### src/rtl/cache_controller_gen2_if.sv
// Core-side request, hmem requester and tag/data datapath control signals of the
// L1 cache controller, bundled so one instance connects the controller to its neighbours.
interface cache_controller_gen2_if #(
    parameter int unsigned WORDS_PER_LINE = 4,
    parameter int unsigned NUM_SETS       = 64
);
    localparam int unsigned BEAT_W = (WORDS_PER_LINE > 1) ? $clog2(WORDS_PER_LINE) : 1;
    localparam int unsigned SET_W  = $clog2(NUM_SETS);

    // Core request channel
    logic              req_valid;
    logic [1:0]        req_operation;
    logic              req_fulfilled;
    // Tag/data datapath status
    logic              valid_block_match;
    logic              valid_dirty_bit;
    // hmem requester
    logic              hmem_req_valid;
    logic [1:0]        hmem_req_operation;
    logic              hmem_req_single;
    logic              hmem_req_fulfilled;
    // Datapath control
    logic [BEAT_W-1:0] beat_index;
    logic              walk_active;
    logic [SET_W-1:0]  walk_set;
    logic              perform_write;
    logic              set_selected_dirty;
    logic              clear_selected_dirty;
    logic              clear_selected_valid;
    logic              finish_line_install;
    logic              set_hmem_block_addr;
    logic              use_victim_tag;
    logic              miss_recovery_mode;

    // Controller side
    modport master (
        input  req_valid, req_operation, valid_block_match, valid_dirty_bit,
               hmem_req_fulfilled,
        output req_fulfilled, hmem_req_valid, hmem_req_operation, hmem_req_single,
               beat_index, walk_active, walk_set, perform_write, set_selected_dirty,
               clear_selected_dirty, clear_selected_valid, finish_line_install,
               set_hmem_block_addr, use_victim_tag, miss_recovery_mode
    );

    // Core / datapath / hmem side
    modport slave (
        output req_valid, req_operation, valid_block_match, valid_dirty_bit,
               hmem_req_fulfilled,
        input  req_fulfilled, hmem_req_valid, hmem_req_operation, hmem_req_single,
               beat_index, walk_active, walk_set, perform_write, set_selected_dirty,
               clear_selected_dirty, clear_selected_valid, finish_line_install,
               set_hmem_block_addr, use_victim_tag, miss_recovery_mode
    );
endinterface

### src/rtl/cache_controller_gen2.sv
// L1 cache control FSM: hit handling, line fill/writeback bursts, write-through stores,
// single-line flush and a whole-cache FLUSH_ALL walk.
module cache_controller_gen2 #(
    parameter int unsigned WORDS_PER_LINE = 4,
    parameter int unsigned NUM_SETS       = 64,
    parameter int unsigned WRITE_THROUGH  = 0
) (
    input logic                   clk,
    input logic                   reset_n,
    cache_controller_gen2_if.master bus
);
    localparam int unsigned BEAT_W = (WORDS_PER_LINE > 1) ? $clog2(WORDS_PER_LINE) : 1;
    localparam int unsigned SET_W  = $clog2(NUM_SETS);

    localparam logic [1:0] OpLoad     = 2'd0;
    localparam logic [1:0] OpStore    = 2'd1;
    localparam logic [1:0] OpClflush  = 2'd2;
    localparam logic [1:0] OpFlushAll = 2'd3;

    typedef enum logic [2:0] {
        StIdle, StAllocate, StWriteback, StFlush, StWtStore, StWalkScan, StWalkWb
    } state_e;

    state_e            state_q, state_d;
    logic [BEAT_W-1:0] beat_q, beat_d;
    logic [SET_W-1:0]  walk_q, walk_d;

    logic last_beat;
    logic last_set;
    logic hit;
    logic dirty;

    assign hit       = bus.valid_block_match;
    assign dirty     = bus.valid_dirty_bit;
    assign last_beat = (beat_q == BEAT_W'(WORDS_PER_LINE - 1)) && bus.hmem_req_fulfilled;
    assign last_set  = (walk_q == SET_W'(NUM_SETS - 1));

    // State, beat and walk registers
    always_ff @(posedge clk or negedge reset_n) begin
        if (!reset_n) begin
            state_q <= StIdle;
            beat_q  <= '0;
            walk_q  <= '0;
        end else begin
            state_q <= state_d;
            beat_q  <= beat_d;
            walk_q  <= walk_d;
        end
    end

    // Next-state, counters and all datapath/hmem control outputs
    always_comb begin
        state_d                  = state_q;
        beat_d                   = beat_q;
        walk_d                   = walk_q;
        bus.req_fulfilled        = 1'b0;
        bus.hmem_req_valid       = 1'b0;
        bus.hmem_req_operation   = OpLoad;
        bus.hmem_req_single      = 1'b0;
        bus.beat_index           = beat_q;
        bus.walk_active          = 1'b0;
        bus.walk_set             = walk_q;
        bus.perform_write        = 1'b0;
        bus.set_selected_dirty   = 1'b0;
        bus.clear_selected_dirty = 1'b0;
        bus.clear_selected_valid = 1'b0;
        bus.finish_line_install  = 1'b0;
        bus.set_hmem_block_addr  = 1'b0;
        bus.use_victim_tag       = 1'b0;
        bus.miss_recovery_mode   = (state_q != StIdle);

        // Burst beat counter wraps modulo the line length
        if (state_q inside {StAllocate, StWriteback, StFlush, StWalkWb} &&
            bus.hmem_req_fulfilled) begin
            beat_d = (beat_q == BEAT_W'(WORDS_PER_LINE - 1)) ? '0 : beat_q + BEAT_W'(1);
        end

        // Mealy pulses are held off while reset is asserted
        if (reset_n) begin
            unique case (state_q)
                StIdle: begin
                    beat_d = '0;
                    if (bus.req_valid) begin
                        unique case (bus.req_operation)
                            OpLoad, OpStore: begin
                                if (bus.req_operation == OpStore && WRITE_THROUGH != 0) begin
                                    // No-write-allocate: hit updates the line, hmem gets the word
                                    bus.perform_write       = hit;
                                    bus.set_hmem_block_addr = 1'b1;
                                    state_d                 = StWtStore;
                                end else if (hit) begin
                                    bus.req_fulfilled      = 1'b1;
                                    bus.perform_write      = (bus.req_operation == OpStore);
                                    bus.set_selected_dirty = (bus.req_operation == OpStore);
                                end else if (dirty) begin
                                    bus.set_hmem_block_addr = 1'b1;
                                    bus.use_victim_tag      = 1'b1;
                                    state_d                 = StWriteback;
                                end else begin
                                    bus.set_hmem_block_addr = 1'b1;
                                    state_d                 = StAllocate;
                                end
                            end
                            OpClflush: begin
                                if (!hit) begin
                                    bus.req_fulfilled = 1'b1;
                                end else if (dirty) begin
                                    bus.set_hmem_block_addr = 1'b1;
                                    bus.use_victim_tag      = 1'b1;
                                    state_d                 = StFlush;
                                end else begin
                                    bus.clear_selected_valid = 1'b1;
                                    bus.req_fulfilled        = 1'b1;
                                end
                            end
                            OpFlushAll: begin
                                walk_d  = '0;
                                state_d = StWalkScan;
                            end
                            default: ;
                        endcase
                    end
                end
                StAllocate: begin
                    bus.hmem_req_valid = 1'b1;
                    bus.perform_write  = 1'b1;
                    if (last_beat) begin
                        bus.finish_line_install  = 1'b1;
                        bus.clear_selected_dirty = 1'b1;
                        state_d                  = StIdle;
                    end
                end
                StWriteback: begin
                    bus.hmem_req_valid     = 1'b1;
                    bus.hmem_req_operation = OpStore;
                    if (last_beat) begin
                        bus.clear_selected_dirty = 1'b1;
                        bus.clear_selected_valid = 1'b1;
                        bus.set_hmem_block_addr  = 1'b1;
                        state_d                  = StAllocate;
                    end
                end
                StFlush: begin
                    bus.hmem_req_valid     = 1'b1;
                    bus.hmem_req_operation = OpStore;
                    if (last_beat) begin
                        bus.clear_selected_dirty = 1'b1;
                        bus.clear_selected_valid = 1'b1;
                        bus.req_fulfilled        = 1'b1;
                        state_d                  = StIdle;
                    end
                end
                StWtStore: begin
                    bus.hmem_req_valid     = 1'b1;
                    bus.hmem_req_operation = OpStore;
                    bus.hmem_req_single    = 1'b1;
                    if (bus.hmem_req_fulfilled) begin
                        bus.req_fulfilled = 1'b1;
                        state_d           = StIdle;
                    end
                end
                StWalkScan: begin
                    bus.walk_active = 1'b1;
                    if (dirty) begin
                        bus.set_hmem_block_addr = 1'b1;
                        bus.use_victim_tag      = 1'b1;
                        state_d                 = StWalkWb;
                    end else begin
                        bus.clear_selected_valid = 1'b1;
                        if (last_set) begin
                            bus.req_fulfilled = 1'b1;
                            walk_d            = '0;
                            state_d           = StIdle;
                        end else begin
                            walk_d = walk_q + SET_W'(1);
                        end
                    end
                end
                StWalkWb: begin
                    bus.walk_active        = 1'b1;
                    bus.hmem_req_valid     = 1'b1;
                    bus.hmem_req_operation = OpStore;
                    if (last_beat) begin
                        bus.clear_selected_dirty = 1'b1;
                        bus.clear_selected_valid = 1'b1;
                        if (last_set) begin
                            bus.req_fulfilled = 1'b1;
                            walk_d            = '0;
                            state_d           = StIdle;
                        end else begin
                            walk_d  = walk_q + SET_W'(1);
                            state_d = StWalkScan;
                        end
                    end
                end
                default: begin
                    // Unreachable encoding: poison everything so simulation exposes it
                    state_d                  = state_e'('x);
                    beat_d                   = 'x;
                    walk_d                   = 'x;
                    bus.req_fulfilled        = 1'bx;
                    bus.hmem_req_valid       = 1'bx;
                    bus.hmem_req_operation   = 'x;
                    bus.hmem_req_single      = 1'bx;
                    bus.beat_index           = 'x;
                    bus.walk_active          = 1'bx;
                    bus.walk_set             = 'x;
                    bus.perform_write        = 1'bx;
                    bus.set_selected_dirty   = 1'bx;
                    bus.clear_selected_dirty = 1'bx;
                    bus.clear_selected_valid = 1'bx;
                    bus.finish_line_install  = 1'bx;
                    bus.set_hmem_block_addr  = 1'bx;
                    bus.use_victim_tag       = 1'bx;
                    bus.miss_recovery_mode   = 1'bx;
                end
            endcase
        end
    end
endmodule

### src/flat_wrapper.sv
// flat-port wrapper written by rule: the top's interface ports become plain ports
module cache_controller_gen2_flat 
#(
    parameter int unsigned WORDS_PER_LINE = 4,
    parameter int unsigned NUM_SETS       = 64,
    parameter int unsigned WRITE_THROUGH  = 0
)
  (clk, reset_n, bus_req_valid, bus_req_operation, bus_valid_block_match, bus_valid_dirty_bit, bus_hmem_req_fulfilled, bus_req_fulfilled, bus_hmem_req_valid, bus_hmem_req_operation, bus_hmem_req_single, bus_beat_index, bus_walk_active, bus_walk_set, bus_perform_write, bus_set_selected_dirty, bus_clear_selected_dirty, bus_clear_selected_valid, bus_finish_line_install, bus_set_hmem_block_addr, bus_use_victim_tag, bus_miss_recovery_mode);
  cache_controller_gen2_if #(.WORDS_PER_LINE(WORDS_PER_LINE), .NUM_SETS(NUM_SETS)) bus_i ();
  input logic clk;
  input logic reset_n;
  input wire logic [$bits(bus_i.req_valid)-1:0] bus_req_valid;
  input wire logic [$bits(bus_i.req_operation)-1:0] bus_req_operation;
  input wire logic [$bits(bus_i.valid_block_match)-1:0] bus_valid_block_match;
  input wire logic [$bits(bus_i.valid_dirty_bit)-1:0] bus_valid_dirty_bit;
  input wire logic [$bits(bus_i.hmem_req_fulfilled)-1:0] bus_hmem_req_fulfilled;
  output wire logic [$bits(bus_i.req_fulfilled)-1:0] bus_req_fulfilled;
  output wire logic [$bits(bus_i.hmem_req_valid)-1:0] bus_hmem_req_valid;
  output wire logic [$bits(bus_i.hmem_req_operation)-1:0] bus_hmem_req_operation;
  output wire logic [$bits(bus_i.hmem_req_single)-1:0] bus_hmem_req_single;
  output wire logic [$bits(bus_i.beat_index)-1:0] bus_beat_index;
  output wire logic [$bits(bus_i.walk_active)-1:0] bus_walk_active;
  output wire logic [$bits(bus_i.walk_set)-1:0] bus_walk_set;
  output wire logic [$bits(bus_i.perform_write)-1:0] bus_perform_write;
  output wire logic [$bits(bus_i.set_selected_dirty)-1:0] bus_set_selected_dirty;
  output wire logic [$bits(bus_i.clear_selected_dirty)-1:0] bus_clear_selected_dirty;
  output wire logic [$bits(bus_i.clear_selected_valid)-1:0] bus_clear_selected_valid;
  output wire logic [$bits(bus_i.finish_line_install)-1:0] bus_finish_line_install;
  output wire logic [$bits(bus_i.set_hmem_block_addr)-1:0] bus_set_hmem_block_addr;
  output wire logic [$bits(bus_i.use_victim_tag)-1:0] bus_use_victim_tag;
  output wire logic [$bits(bus_i.miss_recovery_mode)-1:0] bus_miss_recovery_mode;
  assign bus_i.req_valid = bus_req_valid;
  assign bus_i.req_operation = bus_req_operation;
  assign bus_i.valid_block_match = bus_valid_block_match;
  assign bus_i.valid_dirty_bit = bus_valid_dirty_bit;
  assign bus_i.hmem_req_fulfilled = bus_hmem_req_fulfilled;
  assign bus_req_fulfilled = bus_i.req_fulfilled;
  assign bus_hmem_req_valid = bus_i.hmem_req_valid;
  assign bus_hmem_req_operation = bus_i.hmem_req_operation;
  assign bus_hmem_req_single = bus_i.hmem_req_single;
  assign bus_beat_index = bus_i.beat_index;
  assign bus_walk_active = bus_i.walk_active;
  assign bus_walk_set = bus_i.walk_set;
  assign bus_perform_write = bus_i.perform_write;
  assign bus_set_selected_dirty = bus_i.set_selected_dirty;
  assign bus_clear_selected_dirty = bus_i.clear_selected_dirty;
  assign bus_clear_selected_valid = bus_i.clear_selected_valid;
  assign bus_finish_line_install = bus_i.finish_line_install;
  assign bus_set_hmem_block_addr = bus_i.set_hmem_block_addr;
  assign bus_use_victim_tag = bus_i.use_victim_tag;
  assign bus_miss_recovery_mode = bus_i.miss_recovery_mode;
  cache_controller_gen2 #(.WORDS_PER_LINE(WORDS_PER_LINE), .NUM_SETS(NUM_SETS), .WRITE_THROUGH(WRITE_THROUGH)) u_core (.clk(clk), .reset_n(reset_n), .bus(bus_i));
endmodule
### config.mk
export PLATFORM = sky130hd
export DESIGN_NAME = cache_controller_gen2_flat
export DESIGN_NICKNAME = d
export VERILOG_FILES = /design/src/rtl/cache_controller_gen2_if.sv /design/src/rtl/cache_controller_gen2.sv /design/src/flat_wrapper.sv
export SDC_FILE = /design/constraint.sdc
export NUM_CORES = 1
export LEC_CHECK = 0
export CAP_MARGIN = 20
export CELL_PAD_IN_SITES_DETAIL_PLACEMENT = 1
export CELL_PAD_IN_SITES_GLOBAL_PLACEMENT = 2
export CORE_MARGIN = 2
export CORE_UTILIZATION = 26
export CTS_CLUSTER_SIZE = 16
export DETAILED_ROUTE_END_ITERATION = 8
export GPL_ROUTABILITY_DRIVEN = 0
export GPL_TIMING_DRIVEN = 0
export PLACE_DENSITY_LB_ADDON = 0.12
export SYNTH_ARGS = -nofsm -noshare
export SYNTH_HDL_FRONTEND = slang
export SYNTH_SLANG_ARGS = --single-unit
### constraint.sdc
create_clock -name clk -period 2.91 [get_ports clk]
set_clock_uncertainty 0.15 [all_clocks]
set_input_delay 0.7275 -clock clk [delete_from_list [all_inputs] [get_ports clk]]
set_output_delay 0.7275 -clock clk [all_outputs]
set_load 0.02 [all_outputs]
==> results.yml <==
run_status:
  status: "complete, no violations"
routing:
  total_number_of_vias: 1238
  routed_via_density: 5.180
  dr_drc_count: 0
  routed_wire_length_per_instance_um: 15.82
  detail_route.first_pass.iterations: 4
  number_of_antenna_violating_nets_in_the_routed_design: 0
  drt_iter0_markers: 53
  totalWireLength_um: 3780
placement:
  io_buffer_count: 26
  place_worst_setup_slack_ps: -1507
  hpwlAfterDp_um: 2826
sta:
  fin_crit_ps: 2862
  max_slew.worst_pin.slew_ps: 482.1
  timing.slew.headroom: 0.6735
  final-max-slew-violation-count: 0
  grt_setup_unrepaired: "yes"
  max_freq_mhz: 349.5
  setup_total_negative_slack_ps: 0
  final_min_period_over_clock_period: 0.9833
  post-route-worst-setup-slack_ps: 48.45
  final_hold_viol_count: 0
  finalSetupViolCount: 0
critical_path:
  cp_slowest_cell: "a2111oi_2"
  timing.critical_path.cells: "clkdlybuf4s15_1 > nand2_4 > o21ai_1 > a21oi_1 > a2111oi_2 > buf_2"
  arr_time_crit_path_ps: 1980
  critical_path.endpoint_type: "output port"
  critical_path_class: "input pin to output port"
  worst-endpoint-required_ps: 2030
  crit_path_max_incr_delay_ps: 330
  setup.worst_path.start_class: "input pin"
  critical_path.max_fanout: 8
grt:
  maximum_number_of_pins_on_one_net_before_global_route_repair: 19
  track_usage: 0.1605
  grt_pass1_vias: 1250
  grt_antenna_before_repair: 0
  grt_first_pass_wirelength_um: 6389
  grt_overflow_total: 0
floorplan:
  design.die.area_sq_mm: 0.004843
  io_pins: 30
  num_rows: 23
  fp.dieW_um: 69.59
  start_util: 0.2757
  fp.coreArea_sq_mm: 0.004058
  fp.dieH_um: 69.59
final_layout:
  most-common-layout-cells: "nor2_1, a21oi_1, buf_4"
  layout_commonest_cell: "nor2_1"
  finalCoreUtilization: 0.3935
  flow.area_growth_from_synthesis_pct: 42.73
  sequential_cell_area_sq_um: 276.5
  num-nets-final: 202
  nFillCells: 509
  multiInputGateArea_sq_um: 818.3
  fraction_of_final_layout_cells_sized_beyond_drive_strength_1: 0.2593
  antenna_cells: 0
logic_synthesis:
  yosys-mux-area-fraction: 0.01902
  synth_xor_xnor_area_share: 0
  synth-async-reset-ratio: 1.000
  synth_area_leaders: "dfrtp_1, a21oi_1, nor2_1"
  yosysSeqAreaShare: 0.2461
  synthCells: 151
  number_of_enable_type_register_cells_in_the_synthesized_netlist: 0
  synth-main-ff-cell: "dfrtp_1"
  yosys_warnings: 0
  yosys.area_share.adder: 0.05145
  synth.avg_cell_area_sq_um: 7.408
  ys_seq_elements: 11
  synth_compound_gate_area_share: 0.2852
  synth.net_count: 163
  dominant_combinational_cell_family_by_area_after_synthesis: "simple AND/OR/NAND/NOR gates"
  post_synth_num_cell_types: 46
  syn_area_sq_mm: 0.001119
  synth_simple_gate_area_frac: 0.3277
  yosysTopAreaCellShare: 0.2461
  synth_largest_area_cell: "dfrtp_1"
clock_tree:
  cts-buffers-inserted: 3
  clk_pin_slew_ps: 50
  clock_path_buffers: 2
  clock_sink_count: 11
  post_cts_hold_buffer_count: 0
  clock_tree_from_tritoncts: "built"
  clock_insertion_delay_worst_skew_ps: 240
  clock_tree.root_cell: "clkbuf_8"
  cts_htree_levels: 1
hold_path:
  holdCritPathClass: "input pin to asynchronous set/reset pin"
power:
  worst_ir_drop_vdd_v: 0.0003693
  power.density_cell_area_mw_per_mm2: 881.0
  report.power.total_mw: 1.406
  power.static_leakage_nw: 0.7283
run:
  drv.max_cap_violation_count: 0
-- synth_stat cells, types with 2 or more instances --
cell type / number
o21a_1: 3
nor3_1: 8
buf_6: 2
o32ai_1: 2
nand2b_1: 5
o21ai_0: 7
nand4_1: 2
dfrtp_1: 11
and3_1: 4
inv_1: 4
nor2_1: 16
a31oi_1: 2
clkbuf_1: 7
ha_1: 3
o21ai_1: 7
a21oi_1: 13
nor2b_1: 6
nand2_1: 11
nand3_1: 9
o31ai_1: 2
a22o_1: 2
-- per-stage QoR --
step	instance area (sq um)	hold slack (ps)	cells
6_report	1597	210.0	239
5_1_grt	1597	211.2	239
4_1_cts	1529	209.1	233
3_5_place_dp	1448	370.4	227
3_3_place_gp	1448	357.5	227
2_1_floorplan	1125	281.9	151
-- cell type report --
class                   count  share of cell area
multi-input cells         125              0.5125
repair buffers             35              0.1904
flip-flops and latches     11              0.1732
plain buffers              10             0.04467
well taps                  50             0.03918
clock buffers               4             0.02821
inverters                   4             0.01176
-- worst max-delay path: cells and delay by family --
family / cells / cell delay, ps
AND/OR/NAND/NOR: 1 / 140
buffers and inverters: 2 / 530
AO/OA/AOI/OAI: 3 / 590
-- report_power, final --
part           leakage, nW  internal, mW  switching [mW]
clock               0.0228        0.0963          0.0581
sequential           0.147         0.195          0.0436
combinational        0.558         0.425           0.588
total                0.728         0.717           0.689
-- metal layers --
layer	wire length (um)	up-vias	global-route usage
li1	-	621	-
met2	1794	14	0.2511
met4	12	0	0.01961
met1	1895	601	0.2342
met3	78	2	0.03198
met5	0	-	0
-- logic make-up (layout without fill, tap and decap cells) --
group | count (synthesis) | after routing
adder cells (fa/ha/maj) | 4 | 4
buffers and inverters | 15 | 53
AO/OA/AOI/OAI | 48 | 48
flip-flops | 11 | 11
multiplexers | 2 | 2
other | 1 | 1
AND/OR/NAND/NOR | 70 | 70
-- worst paths after layout --
| check | startpoint | to | slack [ps] | cells after the start |
|---|---|---|---|---|
| max in group asynchronous | reset_n | u_core.state_q[1]$_DFFE_PN0P_ | 2170 | 1 |
| worst max register to register | u_core.walk_q[0]$_DFFE_PN0P_ | u_core.state_q[0]$_DFFE_PN0P_ | 750 | 7 |
| worst min-delay path | reset_n | u_core.walk_q[4]$_DFFE_PN0P_ | 210 | 1 |
| worst max-delay path | bus_hmem_req_fulfilled | bus_clear_selected_valid | 50 | 6 |
| worst min register to register | u_core.walk_q[5]$_DFFE_PN0P_ | u_core.walk_q[5]$_DFFE_PN0P_ | 380 | 1 |
| min in group clk | u_core.walk_q[5]$_DFFE_PN0P_ | u_core.walk_q[5]$_DFFE_PN0P_ | 380 | 1 |
-- state kept, by name, summed over array words and instances (netlist names) --
signal / cells
u_core.state_q: 3
u_core.beat_q: 2
u_core.walk_q: 6
-- what timing repair did --
action                     4_1_cts  5_1_grt
hold endpoints to repair         0        0
buffers inserted                 3        6
pin swaps                        0        1
setup endpoints to repair       17       10
gates resized for setup         54       22
No activity file was read; power rests on OpenSTA's default activity.
